## config.mk

```make
export PLATFORM = sky130hd
export DESIGN_NAME = decode_ctrl_stage
export DESIGN_NICKNAME = d
export VERILOG_FILES = /design/src/rtl/decode_ctrl_pkg.sv /design/src/rtl/decode_ctrl_comb.sv /design/src/rtl/decode_ctrl_stage.sv
export SDC_FILE = /design/constraint.sdc
export NUM_CORES = 1
export LEC_CHECK = 0
export BUFFER_PORTS_ARGS = -buffer_cell sky130_fd_sc_hd__buf_2
export CAP_MARGIN = 20
export CORE_ASPECT_RATIO = 0.6
export CORE_UTILIZATION = 47
export CTS_BUF_LIST = sky130_fd_sc_hd__clkbuf_4
export DETAILED_ROUTE_END_ITERATION = 7
export HOLD_SLACK_MARGIN = 0.12
export PLACE_DENSITY = 0.78
export SYNTH_ARGS = -nofsm -noshare
export SYNTH_HDL_FRONTEND = slang
export SYNTH_SLANG_ARGS = --single-unit
```

## constraint.sdc

```tcl
create_clock -name clk -period 2.7 [get_ports clk]
set_clock_uncertainty 0.1 [all_clocks]
set_input_delay 0.27 -clock clk [delete_from_list [all_inputs] [get_ports clk]]
set_output_delay 0.27 -clock clk [all_outputs]
set_load 0.01 [all_outputs]
```

## src/rtl/decode_ctrl_pkg.sv

```systemverilog
// Shared constants and types for the RV32 decode/control stage.
// Holds opcode values, funct7 qualifiers, imm_src / result_src / alu_ctrl
// codes, the packed control bundle carried into E, and the divide FSM states.
package decode_ctrl_pkg;

   // Major opcodes handled by the decoder
   localparam logic [6:0] OP_LOAD   = 7'b0000011;
   localparam logic [6:0] OP_STORE  = 7'b0100011;
   localparam logic [6:0] OP_R      = 7'b0110011;
   localparam logic [6:0] OP_I      = 7'b0010011;
   localparam logic [6:0] OP_BRANCH = 7'b1100011;
   localparam logic [6:0] OP_AUIPC  = 7'b0010111;
   localparam logic [6:0] OP_LUI    = 7'b0110111;
   localparam logic [6:0] OP_JALR   = 7'b1100111;
   localparam logic [6:0] OP_JAL    = 7'b1101111;

   // funct7 qualifiers
   localparam logic [6:0] F7_BASE   = 7'b0000000;
   localparam logic [6:0] F7_ALT    = 7'b0100000;
   localparam logic [6:0] F7_MULDIV = 7'b0000001;

   // Immediate format select
   localparam logic [2:0] IMM_I     = 3'b000;
   localparam logic [2:0] IMM_S     = 3'b001;
   localparam logic [2:0] IMM_B     = 3'b010;
   localparam logic [2:0] IMM_J     = 3'b011;
   localparam logic [2:0] IMM_AUIPC = 3'b100;
   localparam logic [2:0] IMM_LUI   = 3'b101;

   // Writeback result select
   localparam logic [1:0] RES_ALU   = 2'b00;
   localparam logic [1:0] RES_MEM   = 2'b01;
   localparam logic [1:0] RES_PC4   = 2'b10;
   localparam logic [1:0] RES_UPPER = 2'b11;

   // ALU operation codes
   localparam logic [3:0] ALU_ADD    = 4'b0000;
   localparam logic [3:0] ALU_SUB    = 4'b0001;
   localparam logic [3:0] ALU_AND    = 4'b0010;
   localparam logic [3:0] ALU_OR     = 4'b0011;
   localparam logic [3:0] ALU_XOR    = 4'b0100;
   localparam logic [3:0] ALU_SLT    = 4'b0101;
   localparam logic [3:0] ALU_SLTU   = 4'b0110;
   localparam logic [3:0] ALU_SLL    = 4'b0111;
   localparam logic [3:0] ALU_SRL    = 4'b1000;
   localparam logic [3:0] ALU_SRA    = 4'b1001;
   localparam logic [3:0] ALU_MUL    = 4'b1010;
   localparam logic [3:0] ALU_MULH   = 4'b1011;
   localparam logic [3:0] ALU_MULHSU = 4'b1100;
   localparam logic [3:0] ALU_MULHU  = 4'b1101;
   localparam logic [3:0] ALU_DIV    = 4'b1110;
   localparam logic [3:0] ALU_PASSB  = 4'b1111;

   // Control bundle registered into E; all-zero is a bubble.
   typedef struct packed {
      logic       reg_write;
      logic [2:0] imm_src;
      logic       alu_src;
      logic       mem_write;
      logic [1:0] result_src;
      logic [3:0] alu_ctrl;
      logic       jump;
      logic       jalr;
      logic       branch;
      logic [2:0] funct3;
      logic       illegal;
   } ctrl_t;

   typedef enum logic {
      DIV_IDLE = 1'b0,
      DIV_BUSY = 1'b1
   } div_state_t;

   // funct3 -> ALU op for the shared R/I integer group (funct7 = 0000000).
   function automatic logic [3:0] base_alu_op(input logic [2:0] funct3);
      case (funct3)
         3'b000:  return ALU_ADD;
         3'b001:  return ALU_SLL;
         3'b010:  return ALU_SLT;
         3'b011:  return ALU_SLTU;
         3'b100:  return ALU_XOR;
         3'b101:  return ALU_SRL;
         3'b110:  return ALU_OR;
         default: return ALU_AND;
      endcase
   endfunction

endpackage

```

## src/rtl/decode_ctrl_comb.sv

```systemverilog
// Pure combinational RV32 control decoder with illegal-instruction check.
// Ports:
//   instr   - 32-bit instruction word
//   ctrl    - decoded control bundle (funct3 raw, illegal flag set on any
//             illegal encoding, side-effecting controls forced 0 then)
//   is_div  - legal DIV/DIVU/REM/REMU (only possible when ENABLE_M = 1)
module decode_ctrl_comb
   import decode_ctrl_pkg::*;
#(
   parameter bit ENABLE_M = 1'b1
) (
   input  logic [31:0] instr,
   output ctrl_t       ctrl,
   output logic        is_div
);

   logic [6:0] opcode;
   logic [6:0] funct7;
   logic [2:0] funct3;
   logic       legal;
   logic       div_raw;
   logic       unused_fields;

   assign opcode = instr[6:0];
   assign funct3 = instr[14:12];
   assign funct7 = instr[31:25];

   // Register specifiers and the low immediate bits belong to the datapath.
   assign unused_fields = ^{instr[24:15], instr[11:7]};

   // NOTE: every output of a combinational block gets a default before any
   // branch, so no path can leave it unassigned and infer a latch.
   always_comb begin
      ctrl        = '0;
      legal       = 1'b1;
      div_raw     = 1'b0;
      ctrl.funct3 = funct3;

      case (opcode)
         OP_LOAD: begin
            ctrl.reg_write  = 1'b1;
            ctrl.imm_src    = IMM_I;
            ctrl.alu_src    = 1'b1;
            ctrl.result_src = RES_MEM;
            ctrl.alu_ctrl   = ALU_ADD;
            if (funct3 == 3'b011 || funct3[2:1] == 2'b11) legal = 1'b0;
         end
         OP_STORE: begin
            ctrl.mem_write = 1'b1;
            ctrl.imm_src   = IMM_S;
            ctrl.alu_src   = 1'b1;
            ctrl.alu_ctrl  = ALU_ADD;
            if (funct3 > 3'b010) legal = 1'b0;
         end
         OP_R: begin
            ctrl.reg_write  = 1'b1;
            ctrl.result_src = RES_ALU;
            case (funct7)
               F7_BASE: ctrl.alu_ctrl = base_alu_op(funct3);
               F7_ALT: begin
                  if (funct3 == 3'b000)      ctrl.alu_ctrl = ALU_SUB;
                  else if (funct3 == 3'b101) ctrl.alu_ctrl = ALU_SRA;
                  else                       legal = 1'b0;
               end
               F7_MULDIV: begin
                  if (ENABLE_M) begin
                     case (funct3)
                        3'b000:  ctrl.alu_ctrl = ALU_MUL;
                        3'b001:  ctrl.alu_ctrl = ALU_MULH;
                        3'b010:  ctrl.alu_ctrl = ALU_MULHSU;
                        3'b011:  ctrl.alu_ctrl = ALU_MULHU;
                        default: begin
                           ctrl.alu_ctrl = ALU_DIV;
                           div_raw       = 1'b1;
                        end
                     endcase
                  end else begin
                     legal = 1'b0;
                  end
               end
               default: legal = 1'b0;
            endcase
         end
         OP_I: begin
            ctrl.reg_write = 1'b1;
            ctrl.imm_src   = IMM_I;
            ctrl.alu_src   = 1'b1;
            ctrl.alu_ctrl  = base_alu_op(funct3);
            // Shift immediates reuse imm[11:5] as a funct7 qualifier.
            if (funct3 == 3'b001 && funct7 != F7_BASE) legal = 1'b0;
            if (funct3 == 3'b101) begin
               if (funct7 == F7_ALT)        ctrl.alu_ctrl = ALU_SRA;
               else if (funct7 != F7_BASE) legal = 1'b0;
            end
         end
         OP_BRANCH: begin
            ctrl.branch   = 1'b1;
            ctrl.imm_src  = IMM_B;
            ctrl.alu_ctrl = ALU_SUB;
            if (funct3 == 3'b010 || funct3 == 3'b011) legal = 1'b0;
         end
         OP_AUIPC: begin
            ctrl.reg_write  = 1'b1;
            ctrl.imm_src    = IMM_AUIPC;
            ctrl.alu_src    = 1'b1;
            ctrl.result_src = RES_UPPER;
            ctrl.alu_ctrl   = ALU_ADD;
         end
         OP_LUI: begin
            ctrl.reg_write  = 1'b1;
            ctrl.imm_src    = IMM_LUI;
            ctrl.alu_src    = 1'b1;
            ctrl.result_src = RES_UPPER;
            ctrl.alu_ctrl   = ALU_PASSB;
         end
         OP_JALR: begin
            ctrl.reg_write  = 1'b1;
            ctrl.imm_src    = IMM_I;
            ctrl.alu_src    = 1'b1;
            ctrl.result_src = RES_PC4;
            ctrl.alu_ctrl   = ALU_ADD;
            ctrl.jalr       = 1'b1;
            if (funct3 != 3'b000) legal = 1'b0;
         end
         OP_JAL: begin
            ctrl.reg_write  = 1'b1;
            ctrl.imm_src    = IMM_J;
            ctrl.result_src = RES_PC4;
            ctrl.alu_ctrl   = ALU_ADD;
            ctrl.jump       = 1'b1;
         end
         default: legal = 1'b0;
      endcase

      // Compressed / reserved encodings never reach this decoder legally.
      if (instr[1:0] != 2'b11) legal = 1'b0;

      // An illegal instruction must not change architectural state.
      if (!legal) begin
         ctrl.reg_write = 1'b0;
         ctrl.mem_write = 1'b0;
         ctrl.jump      = 1'b0;
         ctrl.jalr      = 1'b0;
         ctrl.branch    = 1'b0;
      end
      ctrl.illegal = ~legal;
      is_div       = div_raw & legal;
   end

endmodule

```

## src/rtl/decode_ctrl_stage.sv

```systemverilog
// RV32 decode/control stage: decodes instr_d and registers the controls into
// the ID/EX boundary, with stall/flush handling, a multi-cycle divide hold
// and a saturating illegal-instruction counter.
// Ports:
//   clk, reset          - clock, synchronous active-high reset
//   instr_d, valid_d    - instruction in D and its valid flag
//   stall_e, flush_e    - hazard unit hold / bubble requests for E
//   valid_e ... funct3_e, illegal_e - registered E controls
//   md_busy             - divide occupying E; hazard unit stalls F/D/E
//   illegal_count       - saturating count of illegal instructions loaded
module decode_ctrl_stage
   import decode_ctrl_pkg::*;
#(
   parameter bit ENABLE_M   = 1'b1,
   parameter int DIV_CYCLES = 8,
   parameter int CNT_W      = 16
) (
   input  logic             clk,
   input  logic             reset,
   input  logic [31:0]      instr_d,
   input  logic             valid_d,
   input  logic             stall_e,
   input  logic             flush_e,
   output logic             valid_e,
   output logic             reg_write_e,
   output logic [2:0]       imm_src_e,
   output logic             alu_src_e,
   output logic             mem_write_e,
   output logic [1:0]       result_src_e,
   output logic [3:0]       alu_ctrl_e,
   output logic             jump_e,
   output logic             jalr_e,
   output logic             branch_e,
   output logic [2:0]       funct3_e,
   output logic             illegal_e,
   output logic             md_busy,
   output logic [CNT_W-1:0] illegal_count
);

   localparam int             DIV_W    = (DIV_CYCLES > 1) ? $clog2(DIV_CYCLES) : 1;
   localparam logic [DIV_W-1:0] DIV_LOAD = DIV_W'(DIV_CYCLES - 1);

   ctrl_t             dec_ctrl;
   logic              dec_is_div;

   ctrl_t             ctrl_e_d,      ctrl_e_q;
   logic              valid_e_d,     valid_e_q;
   logic [DIV_W-1:0]  div_cnt_d,     div_cnt_q;
   logic [CNT_W-1:0]  illegal_cnt_d, illegal_cnt_q;
   div_state_t        div_state;
   logic              load_e;

   decode_ctrl_comb #(
      .ENABLE_M (ENABLE_M)
   ) u_dec (
      .instr  (instr_d),
      .ctrl   (dec_ctrl),
      .is_div (dec_is_div)
   );

   // The divide FSM state is encoded in the countdown register itself.
   assign div_state = (div_cnt_q != '0) ? DIV_BUSY : DIV_IDLE;
   assign md_busy   = (div_state == DIV_BUSY);

   always_comb begin
      ctrl_e_d      = ctrl_e_q;
      valid_e_d     = valid_e_q;
      div_cnt_d     = div_cnt_q;
      illegal_cnt_d = illegal_cnt_q;
      load_e        = 1'b0;

      if (flush_e) begin
         ctrl_e_d  = '0;
         valid_e_d = 1'b0;
         div_cnt_d = '0;
      end else begin
         // The countdown runs regardless of stall_e.
         if (div_state == DIV_BUSY) div_cnt_d = div_cnt_q - DIV_W'(1);
         load_e = ~stall_e & (div_state == DIV_IDLE);
      end

      if (load_e) begin
         valid_e_d = valid_d;
         ctrl_e_d  = valid_d ? dec_ctrl : '0;
         if (valid_d && dec_is_div) div_cnt_d = DIV_LOAD;
         if (valid_d && dec_ctrl.illegal && illegal_cnt_q != '1)
            illegal_cnt_d = illegal_cnt_q + CNT_W'(1);
      end
   end

   // NOTE: sequential state is updated only with non-blocking assignments so
   // every flop samples the pre-edge values, independent of statement order.
   always_ff @(posedge clk) begin
      if (reset) begin
         ctrl_e_q      <= '0;
         valid_e_q     <= 1'b0;
         div_cnt_q     <= '0;
         illegal_cnt_q <= '0;
      end else begin
         ctrl_e_q      <= ctrl_e_d;
         valid_e_q     <= valid_e_d;
         div_cnt_q     <= div_cnt_d;
         illegal_cnt_q <= illegal_cnt_d;
      end
   end

   assign valid_e       = valid_e_q;
   assign reg_write_e   = ctrl_e_q.reg_write;
   assign imm_src_e     = ctrl_e_q.imm_src;
   assign alu_src_e     = ctrl_e_q.alu_src;
   assign mem_write_e   = ctrl_e_q.mem_write;
   assign result_src_e  = ctrl_e_q.result_src;
   assign alu_ctrl_e    = ctrl_e_q.alu_ctrl;
   assign jump_e        = ctrl_e_q.jump;
   assign jalr_e        = ctrl_e_q.jalr;
   assign branch_e      = ctrl_e_q.branch;
   assign funct3_e      = ctrl_e_q.funct3;
   assign illegal_e     = ctrl_e_q.illegal;
   assign illegal_count = illegal_cnt_q;

endmodule

```

After elaboration in Yosys (flattened, before gate mapping)
Cells that the tools add are included.
{ "op_classes": {"n_addsub": 2, "magnitude_cmp": 1, "n_eq_ne": 20, "n_mux": 46, "bitwise_logic": 5, "reduce_logical": 20} }
{ "ops": {"columns": ["operator", "n"], "rows": [
  ["$mux 19", 3],
  ["$eq 7x6->1 const B", 4],
  ["$pmux 4 s7", 1],
  ["$mux 1", 26],
  ["$eq 7x7->1 const B", 3],
  ["$add 16x1->16 const B", 1],
  ["$mux 4", 4],
  ["$ne 16x16->1 const B", 1],
  ["$pmux 4 s4", 1],
  ["$mux 3", 5],
  ["$pmux 3 s5", 1],
  ["$eq 7x5->1 const B", 2],
  ["$pmux 3 s4", 1],
  ["$pmux 4 s3", 1],
  ["$eq 3x3->1 const B", 3],
  ["$eq 7x1->1 const B", 1],
  ["$eq 7x2->1 const B", 1],
  ["$logic_not 7->1", 1],
  ["$pmux 1 s7", 1],
  ["$reduce_bool 7->1", 1],
  ["$reduce_or 7->1", 1],
  ["$eq 3x2->1 const B", 2],
  ["$pmux 2 s3", 1],
  ["$reduce_bool 3->1", 2],
  ["17 further kinds", 26]
]} }
{ "totals": {"register_bits": 39, "in_bits": 37, "output_inout_bits": 37, "wordCells": 108} }

Longest topological paths before layout
Gate-level depths: netlist of run 1.
{ "depth": {"word_depth": 12, "depth_mapped": 9} }

Modules after synthesis
A second synthesis of run 1 with hierarchy kept.
{ "unflattened": {"hier_cells": 299, "area_unflattened_um2": 2369.8} }
{ "modules_own_cells": {"columns": ["module", "instances", "cells_each", "area_per_inst_um2", "seq_area_each_um2"], "rows": [
  ["decode_ctrl_stage", 1, 197, 1781.7, 780.7],
  ["decode_ctrl_comb", 1, 102, 588.1, 0.0]
]} }

Least setup slack after synthesis of run 1
OpenSTA, ideal clock, no wires.
{ "synth_path": {"path_type": "input -> register", "start": "in instr_d[28]", "end": "reg illegal_cnt_q[10] (netlist: illegal_count[10])", "arrival_time_ps": 2315, "t_required_ps": 2477, "path_slack_ps": 162, "path_stages": 8, "path_buffers": 2, "path_cell_list": "or4_1 buf_2 or4_4 o22a_1 and4_4 buf_6 nand4_1 mux2_1"} }
{ "synth_between": {"elab_chain_cells": 12, "word_cells_on_any_way": 17} }
{ "synth_rtl": {"columns": ["item", "line_no", "text"], "rows": [
  ["start, declared", "decode_ctrl_stage.sv:20", "input logic [31:0] instr_d,"],
  ["$reduce_bool 7->1", "decode_ctrl_comb.sv:90, decode_ctrl_comb.sv:93", null],
  ["$logic_and 1x1->1", "decode_ctrl_comb.sv:90", "if (funct3 == 3'b001 && funct7 != F7_BASE) legal = 1'b0;"],
  ["$mux 1", "decode_ctrl_comb.sv:90", null],
  ["$mux 1", "decode_ctrl_comb.sv:93", "else if (funct7 != F7_BASE) legal = 1'b0;"],
  ["$mux 1", "decode_ctrl_comb.sv:92", "if (funct7 == F7_ALT) ctrl.alu_ctrl = ALU_SRA;"],
  ["$mux 1", "decode_ctrl_comb.sv:91", "if (funct3 == 3'b101) begin"],
  ["$pmux 1 s7 *", "decode_ctrl_comb.sv:39", "case (opcode)"],
  ["$mux 1 *", "decode_ctrl_comb.sv:136", "if (instr[1:0] != 2'b11) legal = 1'b0;"],
  ["$not 1->1 *", "decode_ctrl_comb.sv:146", "ctrl.illegal = ~legal;"],
  ["$logic_and 1x1->1 * (2 in a row)", "decode_ctrl_stage.sv:86", "if (valid_d && dec_ctrl.illegal && illegal_cnt_q != '1)"],
  ["$reduce_and 2->1 (no line) *", null, null],
  ["end signal, assigned", "decode_ctrl_stage.sv:103", "illegal_cnt_q <= illegal_cnt_d;"],
  ["end, declared", "decode_ctrl_stage.sv:49", "logic [CNT_W-1:0] illegal_cnt_d, illegal_cnt_q;"]
]} }
Every way passes the cells marked *; elsewhere a longest branch is shown, timed or not.
A chain may end at the register's enable or synchronous reset.

Worst setup path after layout of run 1
{ "layout_path": {"start": "reg div_cnt_q[0]", "end": "reg illegal_cnt_q[7] (netlist: illegal_count[7])"} }
{ "layout_between": {"elab_chain_cells": 6} }
{ "layout_rtl": {"columns": ["item", "line_no", "text"], "rows": [
  ["start, declared", "decode_ctrl_stage.sv:48", "logic [DIV_W-1:0] div_cnt_d, div_cnt_q;"],
  ["start signal, assigned", "decode_ctrl_stage.sv:102", "div_cnt_q <= div_cnt_d;"],
  ["$reduce_bool 3->1", "decode_ctrl_stage.sv:62", "assign div_state = (div_cnt_q != '0) ? DIV_BUSY : DIV_IDLE;"],
  ["$mux 1", "decode_ctrl_stage.sv:62", null],
  ["$not 1->1", "decode_ctrl_stage.sv:79", "load_e = ~stall_e & (div_state == DIV_IDLE);"],
  ["$and 1x1->1", "decode_ctrl_stage.sv:79", null],
  ["$mux 1", "decode_ctrl_stage.sv:72", "if (flush_e) begin"],
  ["$reduce_and 2->1 (no line)", null, null]
]} }
Every way passes these cells.

==> summary.md, run 1 <==
| Metric | Value |
|---|---|
| Placed insts | 402 |
| Initial DRC Count | 146 |
| Die Wd | a little over 90 um |
| Actual slew at the worst max-slew pin | approximately 600 ps |
| Register share of total power | 58.4% |
| Final Instance Count excl. Fillers | ~400 |
| Final #Nets | 386 |
| Final GP Congestion | between 0.9 and 1 |
| Core area | 4590 um2 |
| # IOs | 74 |
| Post-CTS setup buffer count | 0 |
| H-tree depth | 2 |
| Cell family with most CP delay | simple AND/OR/NAND/NOR gates |
| Post-synth EDFFs | 0 |
| Setup CP Type | register to register |
| Vias in the first global route | between 2000 and 2500 |
| TritonCTS buffer count | 5 |
| Clk sink count | 39 |
| Initial antenna violation count | 0 |
| Residual DRC | 0 |
| Clk_lat worst skew | 330 ps |
| Pleak | ~1.1 nW |
| DR vias | roughly 2300 |
| Slew Limit Fails | 0 |
| Cell breakdown of the critical path | inv_1, ha_1, nor2b_1, nand4b_1, a31oi_1, nand4_1, or3_1, mux2_1 |
| Setup Viol. Count Final | 0 |
| Internal power | 0.733 mW |
| All-layer global routing usage | 23.6% |
| Clock power share | between 20% and 30% |
| Maximum VDD drop | 250 uV |
| Hold Crit Class | input pin to register |
| Rel. slew slack | 60.3% |
| Switching share of power | between 20% and 30% |
| First-pass GRT wire length | just under 10000 um |
| Area Growth Syn to Fin | 18.3% |
| Critical path's slowest cell | or3_1 |
| Tot Pwr | between 0.9 and 1 mW |
| Seq/Total Area, Yosys | between 30% and 40% |
| Commonest non-fill, non-tap cells in the layout | buf_2, dfxtp_1, nor2_1, a21oi_1, nand2_1 |
| Root Driver | clkbuf_4 |
| CP bufs+invs | 1 |
| RSZ-0062 raised after global routing | false |
| Worst Path Arrival | approximately 2600 ps |
| CTS tree | done |
| Fmax | 0.408 GHz |
| Resized Gates After CTS | 0 |
| Avg WL per Cell | ~14 um |
| Post-Syn Nets | roughly 330 |
| Fillers | 427 |
| Inserted Diodes | 0 |
| #FFs+latches synth | 39 |
| Netlist cell types | 53 |
| Initial Util | roughly 49% |
| Share of cells above drive strength 1 | around a quarter |
| Post-DP HPWL | 4360 um |
| Top FF cell, synth | dfxtp_1 |
| Net Switching | roughly 0.26 mW |
| Worst hold slack | about 170 ps |
| CP Capture Type | register |
| Via density | about 5.8 |
| Cell area after synthesis | ~2300 um2 |
| Commonest non-fill, non-tap cell in the layout | buf_2 |
| Req. time, crit path | roughly 2800 ps |
| Clock transition at the registers of the reported paths | between 100 and 150 ps |
| Placed Instance Area | 2630 um2 |
| Final Cell Area | about 2700 um2 |
| Power Density | approximately 370 nW/um2 |
| Startpoint types | register |
| Number of hold buffers added after cts | 0 |
| Final min period | approximately 2400 ps |
| Crit-path max FO | 5 |
| First-pass iteration count of the detailed router | 4 |
| Mapped Cells | between 200 and 300 |
| Yosys warning total | 0 |
| Fin crit share | between 90 and 100% |
| Die Area | a little over 5000 um2 |
| Status | complete, no violations |
| CTS max path bufs | 2 |
| Logic pwr share | between 10% and 20% |
| Num rows | 19 |
| Remaining Overflow, GRT | 0 |
| Max-cap viol count | 0 |
| Detail Route Antenna Nets | 0 |
| Largest net degree at the start of global routing | 35 |
| Routed WL | 5800 um |
| Setup TNS | 0 ps |
| Syn_area_per_cell | about 7.8 um2 |
| Die Height | 55.7 um |
| IO Port Bufs | 58 |
| Fin. Hold Viols | 0 |
| Max incr delay on CP | just over 400 ps |
| Post-synthesis async set-or-reset flop share | 0% |
per-stage QoR:
| stage | worst slack (ps) | util, % |
|---|---|---|
| final | 250 | 58.2 |
| after global routing | 84.1 | 58.2 |
| after CTS | 271 | 58.2 |
| after detailed placement | 126 | 57.3 |
| after global placement | 190 | 57.3 |
| after floorplan | 162 | - |
synthesized netlist by cell type, drive strengths merged, types with 2 or more instances:
library cell   n  area [um2]
ha             3        37.5
o21a           2        15.0
and3           4        25.0
nor2          38         143
nor3           4        20.0
or4            2        18.8
mux2i          2        20.0
nand4         10        62.6
nand2         19        71.3
nor2b         11        68.8
a211o          3        26.3
and4           4        37.5
a22oi          6        45.0
or3            9        56.3
buf            7        37.5
dfxtp         39         781
a31oi          5        31.3
clkbuf        12        45.0
and3b          2        17.5
mux2           4        45.0
o41ai          2        17.5
inv            8        30.0
o31ai          5        37.5
o21ai         13        65.1
and2           2        12.5
nor3b          3        22.5
nand3b         2        15.0
xnor2          3        26.3
nand2b         5        31.3
nand4b         4        35.0
a21oi         29         145
a32oi          2        17.5
nand3          9        45.0
a31o           2        17.5
worst reg2reg max path, stage by stage (launching register included):
cell,delay [ps]
dfxtp_1,330
inv_1,80
ha_1,160
nor2b_1,280
nand4b_1,220
a31oi_1,240
nand4_1,200
or3_1,410
mux2_1,320
final timing paths:
path	from	to	slack, ps	depth (start not counted)
worst max register to register	div_cnt_q[0]	illegal_count[7]	250	8
worst min register to register	alu_ctrl_e[1]	alu_ctrl_e[1]	360	2
worst min-delay path	flush_e	div_cnt_q[1]	170	3
worst max-delay path	div_cnt_q[0]	illegal_count[7]	250	8
cells by family after synthesis:
group | Yosys count | share of synthesized area [%]
simple gates | 133 | 32.6
compound gates | 78 | 22.2
flops | 39 | 34.6
buf+inv | 27 | 4.99
mux | 6 | 2.88
xor+xnor | 3 | 1.16
fa+ha+maj | 3 | 1.66
sequential cells by signal, indices dropped and copies added, names as in the netlist:
| name | count |
|---|---|
| div_cnt_q | 3 |
| jump_e | 1 |
| jalr_e | 1 |
| result_src_e | 2 |
| reg_write_e | 1 |
| mem_write_e | 1 |
| funct3_e | 3 |
| alu_ctrl_e | 4 |
| illegal_e | 1 |
| valid_e | 1 |
| alu_src_e | 1 |
| illegal_count | 16 |
| branch_e | 1 |
| imm_src_e | 3 |
metal layers:
| metal | up-vias | wire [um] | global-route usage (%) |
|---|---|---|---|
| li1 | 1170 | - | - |
| met1 | 1074 | 2900 | 36.4 |
| met2 | 98 | 2350 | 33.0 |
| met3 | 4 | 515 | 5.60 |
| met4 | 0 | 32 | 4.76 |
| met5 | - | 0 | 0 |
power groups by stage:
| stage | clock [mW] | sequential [mW] | combinational (mW) |
|---|---|---|---|
| final | 0.279 | 0.582 | 0.135 |
| after global routing | 0.318 | 0.583 | 0.148 |
| after CTS | 0.287 | 0.582 | 0.133 |
| after detailed placement | 0 | 0.595 | 0.133 |
| after global placement | 0 | 0.595 | 0.130 |
| after floorplan | 0 | 0.596 | 0.0810 |
final cells by class:
| class | count | area (um2) | share of cell area (%) |
|---|---|---|---|
| multi-input cells | 223 | 1370 | 51.1 |
| flip-flops and latches | 39 | 781 | 29.2 |
| repair buffers | 69 | 373 | 14.0 |
| inverters | 8 | 30.0 | 1.12 |
| well taps | 63 | 78.8 | 2.95 |
| clock buffers | 6 | 45.0 | 1.69 |
No activity file was read; power rests on OpenSTA's default activity.
==> run 2: changes to the inputs <==
--- a/config.mk
+++ b/config.mk
@@ -5,14 +5,16 @@
 export SDC_FILE = /design/constraint.sdc
 export NUM_CORES = 1
 export LEC_CHECK = 0
+export ABC_AREA = 1
 export BUFFER_PORTS_ARGS = -buffer_cell sky130_fd_sc_hd__buf_2
 export CAP_MARGIN = 20
 export CORE_ASPECT_RATIO = 0.6
-export CORE_UTILIZATION = 47
+export CORE_MARGIN = 4
+export CORE_UTILIZATION = 49
 export CTS_BUF_LIST = sky130_fd_sc_hd__clkbuf_4
 export DETAILED_ROUTE_END_ITERATION = 7
 export HOLD_SLACK_MARGIN = 0.12
-export PLACE_DENSITY = 0.78
+export PLACE_DENSITY = 0.79
 export SYNTH_ARGS = -nofsm -noshare
 export SYNTH_HDL_FRONTEND = slang
 export SYNTH_SLANG_ARGS = --single-unit
==> constraint.sdc (replaced) <==
create_clock -name clk -period 2.7 [get_ports clk]
set_clock_uncertainty 0.1 [all_clocks]
set_input_delay 0.54 -clock clk [delete_from_list [all_inputs] [get_ports clk]]
set_output_delay 0.54 -clock clk [all_outputs]
set_load 0.01 [all_outputs]
==> run 2 against run 1 <==
  * Hold slack improved by 200 ps
  * Clock power barely moved
  * Worst setup slack improved by 160 ps
  * Critical endpoint is now illegal_count[0]
  * Synthesized area rose by 14%
  * Final cell count rose by 22%
  * Via count rose by 14%
  * Core utilization fell by 0.59 points
  * Power fell by 0.98%
  * Fmax rose by 6.9%
  * Design area rose by 9.6%
==> summary.md, run 2 <==
| Metric | Value |
|---|---|
| Status | complete, no violations |
| Hold Crit Class | register to register |
| Root Driver | clkbuf_4 |
| Top-count cell post-synth | nand2_1 |
| CP bufs+invs | 4 (+3) |
| Req. time, crit path | 2890 ps (+60 ps) |
| Max incr delay on CP | 340 ps (-70 ps) |
| Post-CTS setup buffer count | 0 (unchanged) |
| Detail Route Antenna Nets | 0 (unchanged) |
| Initial antenna violation count | 0 (unchanged) |
| Vias in the first global route | 2433 (+21%) |
| Die Area | 6510 um2 (+28%) |
| Final min period | 2290 ps (-159 ps) |
| TritonCTS buffer count | 5 (unchanged) |
| Inserted Diodes | 0 (unchanged) |
| Cell breakdown of the critical path | inv_1, ha_1, inv_1, nor2_1, inv_2, or2_1, nor2_2, nand2_1, clkinv_2, nand3_4, nand2_1, nand2_1, nor2_1 |
| Largest net degree at the start of global routing | 28 (-20%) |
| Final Cell Area | 2930 um2 (+9.6%) |
| Post-DP HPWL | 5230 um (+20%) |
| Share of cells above drive strength 1 | 30.2% (+6.2 points) |
| Via density | 5.38 (-6.5%) |
| Met3 wire length | 654 um (+27%) |
| Fin crit share | 84.8% (-5.9 points) |
| Cell area after synthesis | 2570 um2 (+14%) |
| Highest routed metal layer | met4 |
| H-tree depth | 2 (unchanged) |
| Clk_lat worst skew | 350 ps (+20 ps) |
| Final GP Congestion | 1.05 (+14%) |
| DR vias | 2668 (+14%) |
| Power Density | 336 nW/um2 (-9.6%) |
| CP dominant cell by count | nand2_1 |
| Mapped Cells | 374 (+29%) |
| Post-synthesis async set-or-reset flop share | 0% (unchanged) |
| Core area | 5080 um2 (+11%) |
| Synth top cells by count | nand2_1, dfxtp_1, a21oi_1 |
| Slew Limit Fails | 0 (unchanged) |
| Largest register FFs | 16 (unchanged) |
| Commonest non-fill, non-tap cell in the layout | nand2_1 |
| Actual slew at the worst max-slew pin | 664 ps (+68.7 ps) |
| Remaining Overflow, GRT | 0 (unchanged) |
| Logic pwr share | 12.3% (-1.2 points) |
| Placed Instance Area | 2880 um2 (+9.7%) |
| Area Growth Syn to Fin | 13.9% |
| Maximum VDD drop | 204 uV (-18%) |
| Worst path depth | 13 (+5) |
| Final Instance Count excl. Fillers | 496 (+22%) |
| Yosys warning total | 0 (unchanged) |
| R2R depth | 13 (+5) |
| Netlist cell types | 34 (-36%) |
| Setup Viol. Count Final | 0 (unchanged) |
| IO Port Bufs | 58 (unchanged) |
| Setup CP Type | register to register |
| Avg WL per Cell | 13.7 um (-3.5%) |
| Fmax | 0.437 GHz (+6.9%) |
| Crit-path max FO | 18 (+13) |
| Clk sink count | 39 (unchanged) |
| Die Wd | 102 um (+11%) |
| Cell family with most CP delay | simple AND/OR/NAND/NOR gates |
| Number of hold buffers added after cts | 0 (unchanged) |
| Worst Path Arrival | 2480 ps (-100 ps) |
| Net Switching | 0.277 mW (+5.9%) |
| CTS tree | done |
| Num rows | 20 (+1) |
| Yosys top cell by area | dfxtp_1 |
| #FFs+latches synth | 39 (unchanged) |
| Hold path depth | 2 (-1) |
| Resized Gates After CTS | 0 (unchanged) |
| Initial DRC Count | 224 (+53%) |
| Met1 wire length | 3340 um (+15%) |
| Fillers | 506 (+19%) |
| Switching share of power | 28.1% (+1.8 points) |
| Die Height | 64.1 um (+15%) |
| Commonest non-fill, non-tap cells in the layout | nand2_1, buf_2, dfxtp_1, a21oi_1, nor2_1 |
| Clock power share | 28.6% (+0.6 points) |
| Clock transition at the registers of the reported paths | 120 ps (about the same) |
| Fin. Hold Viols | 0 (unchanged) |
| Post-synth EDFFs | 0 (unchanged) |
| Final #Nets | 470 (+22%) |
| First-pass iteration count of the detailed router | 5 (+1) |
| FF+latch area | 781 um2 (unchanged) |
| Startpoint types | register |
| Internal power | 0.708 mW (-3.4%) |
| Top FF cell, synth | dfxtp_1 |
| WL met2 | 2710 um (+15%) |
| Worst hold slack | 372 ps (+203 ps) |
| Rel. slew slack | 55.7% (-4.6 points) |
| First-pass GRT wire length | 11400 um (+18%) |
| Placed insts | 489 (+22%) |
| Post-Syn Nets | 414 (+26%) |
| # IOs | 74 (unchanged) |
| Register share of total power | 59.1% (+0.7 points) |
| Seq/Total Area, Yosys | 30.4% (-4.2 points) |
| Top-area cell type share of the netlist area | 30.4% (-4.2 points) |
| Initial Util | 50.6% (+1.4 points) |
| Multi-input gate area | 1540 um2 (+13%) |
| CTS max path bufs | 2 (unchanged) |
| Synth area leaders | dfxtp_1, nand2_1, a21oi_1, nand3_1, nor2_1 |
| All-layer global routing usage | 21.6% (-2.0 points) |
| RSZ-0062 raised after global routing | false |
| Setup TNS | 0 ps (unchanged) |
| CP Capture Type | register |
| Pleak | 1.33 nW (+20%) |
| Syn_area_per_cell | 6.88 um2 (-12%) |
| Critical path's slowest cell | dfxtp_1 |
| Tot Pwr | 0.986 mW (-0.98%) |
| Routed WL | 6800 um (+17%) |
| Residual DRC | 0 (unchanged) |
| Max-cap viol count | 0 (unchanged) |
==> run 2: cell types whose count changed in the layout (fill, tap and decap cells not counted), sizes merged, moves of 9 or more <==
cell and change:
nand2 +87, inv +33, nand3 +20, a21oi +11
nor2b -11, or3 -9
==> run 2: worst paths after layout <==
check | from | to | slack, ps
max reg2reg | div_cnt_q[0] | illegal_count[0] | 410
min | funct3_e[1] | funct3_e[1] | 370
max | div_cnt_q[0] | illegal_count[0] | 410
min reg2reg | funct3_e[1] | funct3_e[1] | 370
==> run 2: cell families after synthesis <==
kind of cell,count (synthesis),share of synthesized area [%]
AOI/OAI and AO/OA,59,13.6
xor gates and xnor gates,15,5.11
adders and majority gates,3,1.46
buffers and inverters,55,9.78
DFF,39,30.4
and+or+nand+nor,203,39.7
==> run 2: worst register-to-register path, cell delays in order, from the launching register on <==
cell      delay [ps]
dfxtp_1          340
inv_1             80
ha_1             140
inv_1             30
nor2_1           100
inv_2             80
or2_1            240
nor2_2           160
nand2_1          140
clkinv_2         230
nand3_4          290
nand2_1          150
nand2_1           70
nor2_1            90
==> run 2: power by group through the flow <==
stage               registers (mW)  logic [mW]  clock network (mW)
floorplan                    0.596      0.0810                   0
global placement             0.595       0.117                   0
detailed placement           0.595       0.120                   0
CTS                          0.582       0.120               0.287
global route                 0.583       0.134               0.323
finish                       0.582       0.122               0.282
==> run 2: cell type report <==
cell class | count | area share, %
clock inverter | 2 | 0.299
timing repair buffer | 62 | 10.9
tap | 66 | 2.82
sequential | 39 | 26.7
inverter | 42 | 5.43
multi-input combinational | 280 | 52.6
clock buffer | 5 | 1.28
==> run 2: through the flow <==
| step | util (%) | setup slack, ps |
|---|---|---|
| 4_1_cts | 57.7 | 419 |
| 5_1_grt | 57.7 | 196 |
| 2_1_floorplan | - | 788 |
| 3_5_place_dp | 56.7 | 457 |
| 3_3_place_gp | 56.7 | 536 |
| 6_report | 57.7 | 409 |
==> run 2: per-layer routing <==
metal,global-route usage (%),up-vias
li1,-,1338
met5,0,-
met2,29.9,140
met1,33.5,1176
met3,4.58,14
met4,4.98,0
==> run 3: changes to the inputs <==
--- a/config.mk
+++ b/config.mk
@@ -5,16 +5,16 @@
 export SDC_FILE = /design/constraint.sdc
 export NUM_CORES = 1
 export LEC_CHECK = 0
-export ABC_AREA = 1
+export ABC_AREA = 0
 export BUFFER_PORTS_ARGS = -buffer_cell sky130_fd_sc_hd__buf_2
 export CAP_MARGIN = 20
 export CORE_ASPECT_RATIO = 0.6
 export CORE_MARGIN = 4
-export CORE_UTILIZATION = 49
+export CORE_UTILIZATION = 47
 export CTS_BUF_LIST = sky130_fd_sc_hd__clkbuf_4
 export DETAILED_ROUTE_END_ITERATION = 7
 export HOLD_SLACK_MARGIN = 0.12
-export PLACE_DENSITY = 0.79
+export PLACE_DENSITY = 0.78
 export SYNTH_ARGS = -nofsm -noshare
 export SYNTH_HDL_FRONTEND = slang
 export SYNTH_SLANG_ARGS = --single-unit
==> constraint.sdc (replaced) <==
create_clock -name clk -period 2.05 [get_ports clk]
set_clock_uncertainty 0.1 [all_clocks]
set_input_delay 0.41 -clock clk [delete_from_list [all_inputs] [get_ports clk]]
set_output_delay 0.41 -clock clk [all_outputs]
set_load 0.01 [all_outputs]
==> run 3 against run 2 <==
  * The run now ends with negative setup slack left
  * Critical path depth shrank 6
  * Die area fell by 7.6%
  * Final cell count is 4.8% lower
  * Sequential share of layout area is 3.4 points lower
  * Power is 45% higher
  * Hold slack got worse by 7.0 ps
  * Routed wire length up 9.2%
  * Design area up 15%
==> summary.md, run 3 (synthesized netlist as in run 1, its figures left out) <==
| Metric | Value |
|---|---|
| Routed WL | 7430 um (+9.2%) |
| Met3 Resource Use GR | 6.47% (+1.9 points) |
| Initial Util | 49.0% (-1.7 points) |
| R2R depth | 8 (-5) |
| Max-cap viol count | 0 (unchanged) |
| Reg2Reg Launch Point | div_cnt_q[1] |
| Pre-CTS setup slack | -573 ps (-1030 ps) |
| RSZ-0062 raised after global routing | true |
| Die Height | 61.7 um (-3.8%) |
| Die Wd | 97.5 um (-4.0%) |
| Fin. Hold Viols | 0 (unchanged) |
| Layer with the highest usage | met2 |
| Largest register FFs | 16 (unchanged) |
| Critical path's slowest cell | or4_4 |
| Clock transition at the registers of the reported paths | 120 ps (about the same) |
| Max incr delay on CP | 520 ps (+180 ps) |
| Multi-input gate area | 1540 um2 (about the same) |
| Startpoint types | input pin |
| Avg WL per Cell | 15.7 um (+15%) |
| Clk sink count | 39 (unchanged) |
| All-layer global routing usage | 24.0% (+2.4 points) |
| M1 GR Usage | 34.1% (+0.66 points) |
| H-tree depth | 2 (unchanged) |
| Global-route met2 utilization | 36.1% (+6.2 points) |
| Via density | 5.67 (+5.4%) |
| Pleak | 1.51 nW (+13%) |
| Num rows | 19 (-5.0%) |
| Clk_lat worst skew | 350 ps (about the same) |
| Setup CP Type | input pin to register |
| Final min period | approximately 2300 ps |
| Die Area | 6010 um2 (-7.6%) |
| Status | finished with violations |
| Worst hold slack | 365 ps (-6.96 ps) |
| Commonest non-fill, non-tap cell in the layout | buf_4 |
| Crit-path max FO | 4 (-14) |
| CTS tree | done |
| Final Util | 73.0% (+15 points) |
| Fmax | roughly 0.43 GHz |
| TritonCTS buffer count | 5 (unchanged) |
| Largest net degree at the start of global routing | 28 (unchanged) |
| Initial DRC Count | 163 (-27%) |
| Final #Nets | 448 (-4.7%) |
| Share of cells above drive strength 1 | 44.7% (+15 points) |
| Number of hold buffers added after cts | 0 (unchanged) |
| Fillers | 367 (-27%) |
| FF+latch area | 783 um2 (+0.32%) |
| Fin crit share | 113% |
| Core area | 4610 um2 (-9.2%) |
| Setup Viol. Count Final | 17 (+17) |
| Post-DP HPWL | 5250 um (+0.36%) |
| Hold path depth | 2 (unchanged) |
| Hold Crit Class | register to register |
| IO Port Bufs | 58 (unchanged) |
| CP Capture Type | register |
| Req. time, crit path | 2210 ps (-680 ps) |
| Vias in the first global route | 2451 (+0.74%) |
| Setup TNS | -2410 ps (-2410 ps) |
| CP dominant cell by count | or4_4 |
| CP Launch Point | instr_d[28] |
| Final setup margin | -256 ps (-665 ps) |
| Residual DRC | 0 (unchanged) |
| HP Start | alu_ctrl_e[1] |
| Commonest non-fill, non-tap cells in the layout | buf_4, buf_2, nor2_1, dfxtp_1, a21oi_1 |
| Final GP Congestion | 0.934 (-11%) |
| First-pass iteration count of the detailed router | 5 (unchanged) |
| # IOs | 74 (unchanged) |
| Slew Limit Fails | 0 (unchanged) |
| Rel. slew slack | 68.5% (+13 points) |
| Failing checks | negative setup slack |
| Cell breakdown of the critical path | buf_6, or4_4, or4_4, o22a_1, nand4_1, or3_1, mux2_4 |
| Actual slew at the worst max-slew pin | 472 ps (-192 ps) |
| Inserted Diodes | 0 (unchanged) |
| Initial antenna violation count | 0 (unchanged) |
| Worst Path Arrival | 2460 ps (-20 ps) |
| First-pass GRT wire length | 11500 um (+0.42%) |
| Remaining Overflow, GRT | 0 (unchanged) |
| Detail Route Antenna Nets | 0 (unchanged) |
| Root Driver | clkbuf_4 |
| Power Density | 425 nW/um2 (+26%) |
| CTS max path bufs | 2 (unchanged) |
| Area Growth Syn to Fin | 49.1% |
| Maximum VDD drop | 414 uV (+100%) |
| DR vias | 2677 (+0.34%) |
run 3: path summary, 6_finish.rpt:
kind                            to  slack, ps
setup / recovery  illegal_count[7]       -260
hold reg to reg      alu_ctrl_e[1]        370
setup reg to reg  illegal_count[7]       -250
hold / removal       alu_ctrl_e[1]        370
run 3: final cells by class:
class / instances / share of cell area (%)
clock inverter: 1 / 0.149
multi-input combinational: 223 / 45.8
tap: 63 / 2.34
clock buffer: 7 / 1.56
inverter: 8 / 0.966
timing repair buffer: 131 / 25.9
sequential: 39 / 23.3
run 3: repair_timing:
action / in CTS / in global routing
cloned: 1 / 0
resized for setup: 23 / 28
endpoints found under the setup margin: 20 / 24
buffers inserted: 6 / 4
pin swaps: 14 / 16
run 3: critical path: cells and delay by family:
kind,cells,cell delay [ps]
AO/OA/AOI/OAI,1,260
buffers and inverters,1,90
AND/OR/NAND/NOR,4,1400
multiplexers,1,290
run 3: routing by layer:
metal  vias up  share of wire (%)
met1      1255                 47
met3         9                8.4
met5         -                  0
met2       115                 44
met4         0               0.88
li1       1298                  -
run 3: power by group:
part | switching, mW | internal [mW] | total [mW]
Clock | 0.248 | 0.160 | 0.409
Combinational | 0.136 | 0.120 | 0.256
Sequential | 0.00293 | 0.762 | 0.765
run 3: metrics by stage:
step	area (um2)	total power [mW]	std cells
final	3370	1.43	472
after detailed placement	3050	1.01	455
after global placement	3050	1.00	455
after CTS	3240	1.42	470
after global routing	3370	1.49	472
after floorplan	2290	0.896	289
